**config.mk**
```make
export PLATFORM = sky130hd
export DESIGN_NAME = rle_stream_decoder
export DESIGN_NICKNAME = d
export VERILOG_FILES = /design/src/rtl/rle_pkg.sv /design/src/rtl/rle_run_mux.sv /design/src/rtl/rle_stream_decoder.sv
export SDC_FILE = /design/constraint.sdc
export NUM_CORES = 1
export LEC_CHECK = 0
export BUFFER_PORTS_ARGS = -buffer_cell sky130_fd_sc_hd__buf_2
export CORE_ASPECT_RATIO = 0.8
export CORE_MARGIN = 3
export CORE_UTILIZATION = 27
export CTS_CLUSTER_DIAMETER = 80
export DETAILED_ROUTE_END_ITERATION = 10
export PLACE_DENSITY = 0.45
export SLEW_MARGIN = 30
export SYNTH_ARGS = -nofsm -noshare
export SYNTH_HDL_FRONTEND = slang
export SYNTH_SLANG_ARGS = --single-unit
```
**constraint.sdc**
```tcl
create_clock -name clk_i -period 5 [get_ports clk_i]
set_input_delay 0.75 -clock clk_i [delete_from_list [all_inputs] [get_ports clk_i]]
set_output_delay 0.75 -clock clk_i [all_outputs]
set_load 0.05 [all_outputs]
```
**src/rtl/rle_pkg.sv**
```systemverilog
// Shared types and default sizing for the run-length stream decoder.
package rle_pkg;

  typedef enum logic [1:0] {
    IDLE = 2'd0,
    RUN  = 2'd1,
    SKIP = 2'd2,
    DONE = 2'd3
  } rle_state_e;

  localparam int RLE_RUN_W    = 10;
  localparam int RLE_MAX_RUNS = 8;

endpackage

```
**src/rtl/rle_run_mux.sv**
```systemverilog
// Selects one run length out of the captured flat run bus; out-of-range index yields 0.
module rle_run_mux #(
  parameter int RUN_W    = 10,
  parameter int MAX_RUNS = 8,
  localparam int CNT_W   = $clog2(MAX_RUNS + 1)
) (
  input  logic [MAX_RUNS*RUN_W-1:0] runs_i,
  input  logic [CNT_W-1:0]          idx_i,
  output logic [RUN_W-1:0]          run_o
);

  always_comb begin
    run_o = '0;
    for (int i = 0; i < MAX_RUNS; i++) begin
      if (idx_i == CNT_W'(i)) run_o = runs_i[i*RUN_W +: RUN_W];
    end
  end

endmodule

```
**src/rtl/rle_stream_decoder.sv**
```systemverilog
// Expands a list of run lengths into an alternating binary symbol stream with
// valid/ready backpressure, end-of-frame marking and mid-frame reload.
//
// state | meaning
// IDLE  | waiting for new_im
// RUN   | presenting symbols of run idx, rem beats left (rem > 0)
// SKIP  | bubble cycle stepping over a zero-length run
// DONE  | frame complete, frame_done pulse, back to IDLE
module rle_stream_decoder
  import rle_pkg::*;
#(
  parameter int RUN_W    = RLE_RUN_W,
  parameter int MAX_RUNS = RLE_MAX_RUNS,
  localparam int CNT_W   = $clog2(MAX_RUNS + 1)
) (
  input  logic                      clk_i,
  input  logic                      rst_n_i,
  input  logic                      new_im_i,
  input  logic [MAX_RUNS*RUN_W-1:0] runs_i,
  input  logic [CNT_W-1:0]          n_runs_i,
  input  logic                      first_sym_i,
  output logic                      out_valid_o,
  input  logic                      out_ready_i,
  output logic                      out_sym_o,
  output logic                      out_last_o,
  output logic                      frame_done_o,
  output logic                      aborted_o,
  output logic                      busy_o
);

  rle_state_e                state_q, state_d;
  logic [MAX_RUNS*RUN_W-1:0] runs_q, runs_d;
  logic [CNT_W-1:0]          n_runs_q, n_runs_d;
  logic [CNT_W-1:0]          idx_q, idx_d;
  logic [RUN_W-1:0]          rem_q, rem_d;
  logic                      sym_q, sym_d;

  logic out_valid_q, out_valid_d;
  logic out_sym_q, out_sym_d;
  logic out_last_q, out_last_d;
  logic frame_done_q, frame_done_d;
  logic aborted_q, aborted_d;
  logic busy_q, busy_d;

  logic [CNT_W-1:0] n_clamped;
  logic [CNT_W-1:0] idx_nxt;
  logic [RUN_W-1:0] run_first;
  logic [RUN_W-1:0] run_next;
  logic             last_run;
  logic             accept;

  assign n_clamped = (n_runs_i > CNT_W'(MAX_RUNS)) ? CNT_W'(MAX_RUNS) : n_runs_i;
  assign run_first = runs_i[RUN_W-1:0];
  assign idx_nxt   = idx_q + CNT_W'(1);
  assign last_run  = (idx_q == n_runs_q - CNT_W'(1));
  assign accept    = out_valid_q && out_ready_i;

  rle_run_mux #(
    .RUN_W    (RUN_W),
    .MAX_RUNS (MAX_RUNS)
  ) u_run_mux (
    .runs_i (runs_q),
    .idx_i  (idx_nxt),
    .run_o  (run_next)
  );

  always_comb begin
    state_d   = state_q;
    runs_d    = runs_q;
    n_runs_d  = n_runs_q;
    idx_d     = idx_q;
    rem_d     = rem_q;
    sym_d     = sym_q;
    aborted_d = 1'b0;

    if (new_im_i) begin
      aborted_d = (state_q == RUN) || (state_q == SKIP);
      runs_d    = runs_i;
      n_runs_d  = n_clamped;
      idx_d     = '0;
      rem_d     = run_first;
      sym_d     = first_sym_i;
      if (n_clamped == '0)         state_d = DONE;
      else if (run_first == '0)    state_d = SKIP;
      else                         state_d = RUN;
    end else begin
      case (state_q)
        RUN: begin
          if (accept) begin
            if (rem_q > RUN_W'(1)) begin
              rem_d = rem_q - RUN_W'(1);
            end else if (!last_run) begin
              idx_d   = idx_nxt;
              sym_d   = ~sym_q;
              rem_d   = run_next;
              state_d = (run_next == '0) ? SKIP : RUN;
            end else begin
              state_d = DONE;
            end
          end
        end
        SKIP: begin
          if (last_run) begin
            state_d = DONE;
          end else begin
            idx_d   = idx_nxt;
            sym_d   = ~sym_q;
            rem_d   = run_next;
            state_d = (run_next == '0) ? SKIP : RUN;
          end
        end
        DONE:    state_d = IDLE;
        default: state_d = IDLE;
      endcase
    end

    // Outputs are registered from the next state so they line up with it.
    out_valid_d  = (state_d == RUN);
    out_sym_d    = (state_d == RUN) ? sym_d : 1'b0;
    out_last_d   = (state_d == RUN) && (rem_d == RUN_W'(1)) &&
                   (idx_d == n_runs_d - CNT_W'(1));
    frame_done_d = (state_d == DONE);
    busy_d       = (state_d == RUN) || (state_d == SKIP);
  end

  always_ff @(posedge clk_i or negedge rst_n_i) begin
    if (!rst_n_i) begin
      state_q      <= IDLE;
      runs_q       <= '0;
      n_runs_q     <= '0;
      idx_q        <= '0;
      rem_q        <= '0;
      sym_q        <= 1'b0;
      out_valid_q  <= 1'b0;
      out_sym_q    <= 1'b0;
      out_last_q   <= 1'b0;
      frame_done_q <= 1'b0;
      aborted_q    <= 1'b0;
      busy_q       <= 1'b0;
    end else begin
      state_q      <= state_d;
      runs_q       <= runs_d;
      n_runs_q     <= n_runs_d;
      idx_q        <= idx_d;
      rem_q        <= rem_d;
      sym_q        <= sym_d;
      out_valid_q  <= out_valid_d;
      out_sym_q    <= out_sym_d;
      out_last_q   <= out_last_d;
      frame_done_q <= frame_done_d;
      aborted_q    <= aborted_d;
      busy_q       <= busy_d;
    end
  end

  assign out_valid_o  = out_valid_q;
  assign out_sym_o    = out_sym_q;
  assign out_last_o   = out_last_q;
  assign frame_done_o = frame_done_q;
  assign aborted_o    = aborted_q;
  assign busy_o       = busy_q;

endmodule

```
Word-level counts from Yosys, hierarchy flattened

Cells that the tools add are included.

Output and inout port bits: 6
Memory bits (read-only): 0
Bits in latches: 0
Word-level logic and storage cells: 78
Bits in writable memories: 0
Memories: 0
Input bits: 89
Register bits: 107

Muxes and demuxes: 35
Add/subtract/negate cells: 4
$mul: 0
Shifts and indexed selects: 0
Magnitude comparators: 2
Equality and inequality tests: 15
Div/mod/pow operators: 0
Bitwise operators: 1
Reductions and logical operators: 9

Operator list:

| cell                                                 | number |
|---|---|
| two-way mux 10 bit                                   | 12 |
| two-way mux 4 bit                                    | 6 |
| logical NOT 10 bit                                   | 2 |
| one-hot mux 10 bit (2 select lines)                  | 1 |
| equality test 4 x 3 -> 1 bit, second input constant  | 4 |
| two-way mux 2 bit                                    | 7 |
| equality test 10 x 1 -> 1 bit, second input constant | 1 |
| > comparator 10 x 1 -> 1 bit, second input constant  | 1 |
| subtractor 10 x 1 -> 10 bit, second input constant   | 1 |
| equality test 4 x 2 -> 1 bit, second input constant  | 2 |
| equality test 4 bit                                  | 2 |
| logical NOT 4 bit                                    | 2 |
| one-hot mux 4 bit (2 select lines)                   | 1 |
| subtractor 4 x 1 -> 4 bit, second input constant     | 2 |
| equality test 2 bit, second input constant           | 3 |
| two-way mux 1 bit                                    | 6 |
| adder 4 x 1 -> 4 bit, second input constant          | 1 |
| equality test 2 x 1 -> 1 bit, second input constant  | 2 |
| equality test 4 x 1 -> 1 bit, second input constant  | 1 |
| > comparator 4 bit, second input constant            | 1 |
| one-hot mux 2 bit (2 select lines)                   | 1 |
| logical AND 1 bit                                    | 3 |
| logical OR 1 bit                                     | 2 |
| one-hot mux 1 bit (2 select lines)                   | 1 |
| NOT 1 bit                                            | 1 |

Logic depth before layout (Yosys ltp)

Depth after elaboration: 20
Mapped depth: 18
Mapped depth without buffers: 15

Cells and area by module

A second synthesis with hierarchy kept.

Cell total of the unflattened synthesis: 553
Area total of the unflattened synthesis: 5,973.2 µm²

Modules (own cells, without submodules):

| module             | cells an instance | instances | area an instance (µm²) | sequential area each (µm²) |
|---|---|---|---|---|
| rle_stream_decoder | 462               | 1         | 5,177.5                | 2,677.6 |
| rle_run_mux        | 91                | 1         | 795.8                  | 0.0 |

Least setup slack after synthesis

Ideal clock, no wire load.

Kind: register to register
Start: register idx_q[0]
End: register out_last_q, in the netlist out_last_o
Path buffers: 2
Clock period less this slack: 3.488 ns
Cell stages (with the launch flop): 18
Setup time: 0.096 ns
Arrival: 3.392 ns
Path slack: 1.512 ns
Required time: 4.904 ns
Cell sequence: dfrtp_1 -> inv_1 -> ha_1 -> clkbuf_1 -> clkbuf_1 -> a21oi_1 -> a221oi_1 -> o21ai_0 -> a22oi_1 -> nor3_1 -> nand3_1 -> a211oi_1 -> o31ai_1 -> ha_1 -> o21ai_0 -> nor4b_1 -> o2111ai_1 -> nor4_2

Cells in the longest elaborated chain, start to end: 20
Elaborated cells between the ends (all ways): 40
Classes of those cells: 1 x add/sub; 11 x eq/ne; 24 x mux; 4 x reduce/logical

RTL lines:

| element                              | RTL line                                            | RTL |
|---|---|---|
| from (decl)                          | rle_stream_decoder.sv:34                            | `logic [CNT_W-1:0] idx_q, idx_d;` |
| from (signal assigned)               | rle_stream_decoder.sv:144                           | `idx_q <= idx_d;` |
| adder 4 x 1 -> 4 bit                 | rle_stream_decoder.sv:54                            | `assign idx_nxt = idx_q + CNT_W'(1);` |
| logical NOT 4 bit                    | rle_run_mux.sv:15                                   | `if (idx_i == CNT_W'(i)) run_o = runs_i[i*RUN_W +: RUN_W];` |
| two-way mux 10 bit (8 in series)     | rle_run_mux.sv:15                                   |  |
| logical NOT 10 bit                   | rle_stream_decoder.sv:96, rle_stream_decoder.sv:109 |  |
| two-way mux 2 bit                    | rle_stream_decoder.sv:96, rle_stream_decoder.sv:109 |  |
| two-way mux 2 bit *                  | rle_stream_decoder.sv:92, rle_stream_decoder.sv:103 |  |
| two-way mux 2 bit                    | rle_stream_decoder.sv:90                            | `if (rem_q > RUN_W'(1)) begin` |
| two-way mux 2 bit                    | rle_stream_decoder.sv:89                            | `if (accept) begin` |
| one-hot mux 2 bit (2 select lines) * | rle_stream_decoder.sv:87                            | `case (state_q)` |
| two-way mux 2 bit *                  | rle_stream_decoder.sv:76                            | `if (new_im_i) begin` |
| via state_d[0]                       | rle_stream_decoder.sv:31                            | `rle_state_e state_q, state_d;` |
| equality test 2 x 1 -> 1 bit *       | n/a                                                 |  |
| via out_valid_d                      | rle_stream_decoder.sv:38                            | `logic out_valid_q, out_valid_d;` |
| logical AND 1 bit * (2 in series)    | rle_stream_decoder.sv:120                           | `out_last_d = (state_d == RUN) && (rem_d == RUN_W'(1)) &&` |
| via out_last_d                       | rle_stream_decoder.sv:40                            | `logic out_last_q, out_last_d;` |
| to (signal assigned)                 | rle_stream_decoder.sv:149                           | `out_last_q <= out_last_d;` |
| to (decl)                            | rle_stream_decoder.sv:40                            |  |

Mark *: on every way through the listed nets, which the timed path passes. The rest lies on a longest branch.
A chain may end at the register's enable or synchronous reset.

Final worst setup path

Start: register idx_q[1]
End: register out_last_q, in the netlist out_last_o

Same word-level chain as after synthesis.

==> results.yml <==
placement:
  io_buffers: 94
  hpwl_mm: 14.54
  dp_worst_setup_slack_ns: 0.7255
  place_congestion: 0.8995
global_routing:
  busiest_layer: "met1"
  grt_pass1_vias: 5046
  met1_usage_pct: 24.18
  met3_usage_pct: 3.519
  overflow: 0
  grt_usage_pct: 16.15
  grt_use_met2_pct: 23.39
  grt_antenna_before_repair: 0
  grt_max_degree: 70
  grt_pass1_wl_mm: 30.41
floorplan:
  die_area_um2: 24060
  initial_core_util_pct: 27.67
  die_h_um: 139.3
  die_x_um: 172.7
  coreArea_um2: 21680
  ios: 95
  num_rows: 48
yosys:
  synth_cell_types: 66
  seq_area_frac_synth_pct: 44.63
  synth_edf_count: 0
  yosys_warnings: 0
  synth_top_area_share_pct: 44.63
  ys_ff_latch: 107
  async_flop_share_pct: 100.0
  postSynthAreaPerCell_um2: 10.10
  synth_top_area_cell: "dfrtp_1"
  synth.area.top_cells: "dfrtp_1, mux2_2, nand2_1, ha_1, o21ai_0"
  synth_area_um2: 6000
  synthCells: 594
  syn-num-nets: 696
  ys.flop_type: "dfrtp_1"
  netlist_top_cells_count: "dfrtp_1, mux2_2, nand2_1"
  synth_most_common_cell: "dfrtp_1"
setup_path:
  cpPeakStageDelay_ns: 0.68
  worstSetupStartpoint: "idx_q[1]"
  crit_type: "register to register"
  crit_family: "compound AO/OA/AOI/OAI gates"
  end_kind: "register"
  required_ns: 5.27
  rr_startpoint: "idx_q[1]"
  slowest_stage: "ha_1"
  worst-r2r-cell-count: 16
  r2r_end: "out_last_o"
  critPathBufInv: 2
  crit_arrival_ns: 4.58
  cp_max_fo: 21
  startpoint_type: "register"
  ff2ff_setup_slack_ns: 0.69
  cp_cell_sequence: "inv_1 > ha_1 > buf_4 > a21oi_1 > a221oi_1 > o21ai_0 > a22oi_1 > nor3_1 > nand3_1 > a211oi_1 > o31ai_1 > ha_1 > o21ai_0 > nor4b_1 > o2111ai_1 > nor4_2"
clocking:
  cts_max_level: 3
  clock_latency_ns: 0.36
  cts.sinks: 107
  cts.clk_slew.worst_paths_ns: 0.08
  cts_tree: "yes"
  cts_post_setup_buffers_inserted: 0
  cts_buffer_depth: 2
  holdBufCountCts: 0
  cts_root_buf: "clkbuf_16"
  cts_resized: 0
  cts_buffers: 9
timing:
  setup_viol: 0
  fmaxAchievable_mhz: 232.2
  max_slew_margin_pct: 41.80
  drv_slew: 0
  hold_slack_ns: 0.3752
  finalWorstSetupSlack_ns: 0.6926
  rsz0062_at_grt: "no"
  finalCritPeriodShare_pct: 86.15
  worst_pin_slew_ns: 0.8729
  finClkSkew_ns: 0.008766
  report.final.hold_viol_count: 0
  finalCriticalPeriod_ns: 4.307
  final.setup.tns_ns: 0
layout:
  antennaDiodeCount: 0
  multi_input_area_um2: 3043
  areaGrowthSynthToFinish_pct: 17.94
  nets: 771
  drive_gt1_share_pct: 29.82
  seq_area_um2: 2678
  nFillCells: 2253
drt:
  via_count: 4997
  first_pass_iters: 5
  drtIter0Drc: 408
  wl_mm: 19.38
  drcViolationCount: 0
  ant_nets: 0
  routedWlPerCell_um: 19.90
  viasPerCell: 5.130
pwr:
  power_density_nw_per_um2: 304.8
  max-vdd-ir-drop_mv: 0.1545
  p_leak_nw: 3.036
run_status:
  status: "completed"
run:
  maxCapViolations: 0
worst_hold_path:
  min_path_type: "input port to async pin"
## worst max path at each step
stage,to,slack (ns),cells past startpoint
floorplan,out_last_o,1.51,17
global placement,out_last_o,0.96,16
detailed placement,out_last_o,0.73,15
CTS,out_last_o,0.72,15
global route,out_last_o,0.28,15
finish,out_last_o,0.69,16
## layout by cell type (no fill, tap or decap), types with 4 or more instances in the layout
master and n:
a21o_1 5, nand3_1 12, a22o_1 5, o2111ai_1 5
nor4_1 6, nor2_1 27, nor2b_1 5, a211oi_1 6
nand2_1 58, inv_1 31, xor2_1 7, and2_1 9
clkbuf_16 9, a31oi_1 7, a32oi_1 4, a22oi_1 10
buf_2 92, xnor2_1 6, dfrtp_1 107, a21oi_1 23
ha_1 12, o22ai_1 4, nor3_1 13, nand3b_1 6
a221oi_1 10, o31ai_1 9, mux2_2 70, o211ai_1 8
o21ai_0 29, nand2b_1 5, buf_4 9, or4_1 5
a2bb2oi_1 4
## cells by family after synthesis
logic type               Yosys count  share of synthesized area, %
AND/OR/NAND/NOR                  165                         13.95
AO/OA/AOI/OAI                    155                         18.44
flip-flops                       107                         44.63
multiplexers                      71                         13.31
buffers and inverters             69                         4.692
XOR/XNOR                          14                         2.273
adder cells (fa/ha/maj)           13                         2.711
## state kept, by name (all words and copies together) (netlist names)
name	cells
runs_q	80
rem_q	10
idx_q	4
n_runs_q	4
state_q	2
aborted_o	1
busy_o	1
frame_done_o	1
out_last_o	1
out_sym_o	1
out_valid_o	1
sym_q	1
## where the power goes
part	total, mW	switching (mW)	internal (mW)
sequential	1.01	0.0696	0.944
clock	0.794	0.348	0.445
combinational	0.350	0.192	0.157
total	2.16	0.610	1.55
## through the flow
stage	std cells	util, %	cell area, um^2	power [mW]
2_1_floorplan	594	-	6000	1.225
3_3_place_gp	958	31.11	6745	1.374
3_5_place_dp	958	31.11	6745	1.377
4_1_cts	974	32.61	7069	2.184
5_1_grt	974	32.64	7076	2.258
6_report	974	32.64	7076	2.156
## layer usage
| metal | wire, um | share of wire (%) |
|---|---|---|
| met1 | 9760 | 50 |
| met2 | 8239 | 43 |
| met3 | 1118 | 5.8 |
| met4 | 265 | 1.4 |
| met5 | 0 | 0 |
## final cells by class
| class | count | share of cell area [%] |
|---|---|---|
| inverter | 31 | 1.645 |
| timing repair buffer | 102 | 7.622 |
| clock inverter | 6 | 1.344 |
| tap | 300 | 5.305 |
| multi-input combinational | 418 | 43.01 |
| sequential | 107 | 37.84 |
| clock buffer | 10 | 3.236 |
Power figures use the tool's default switching activity.
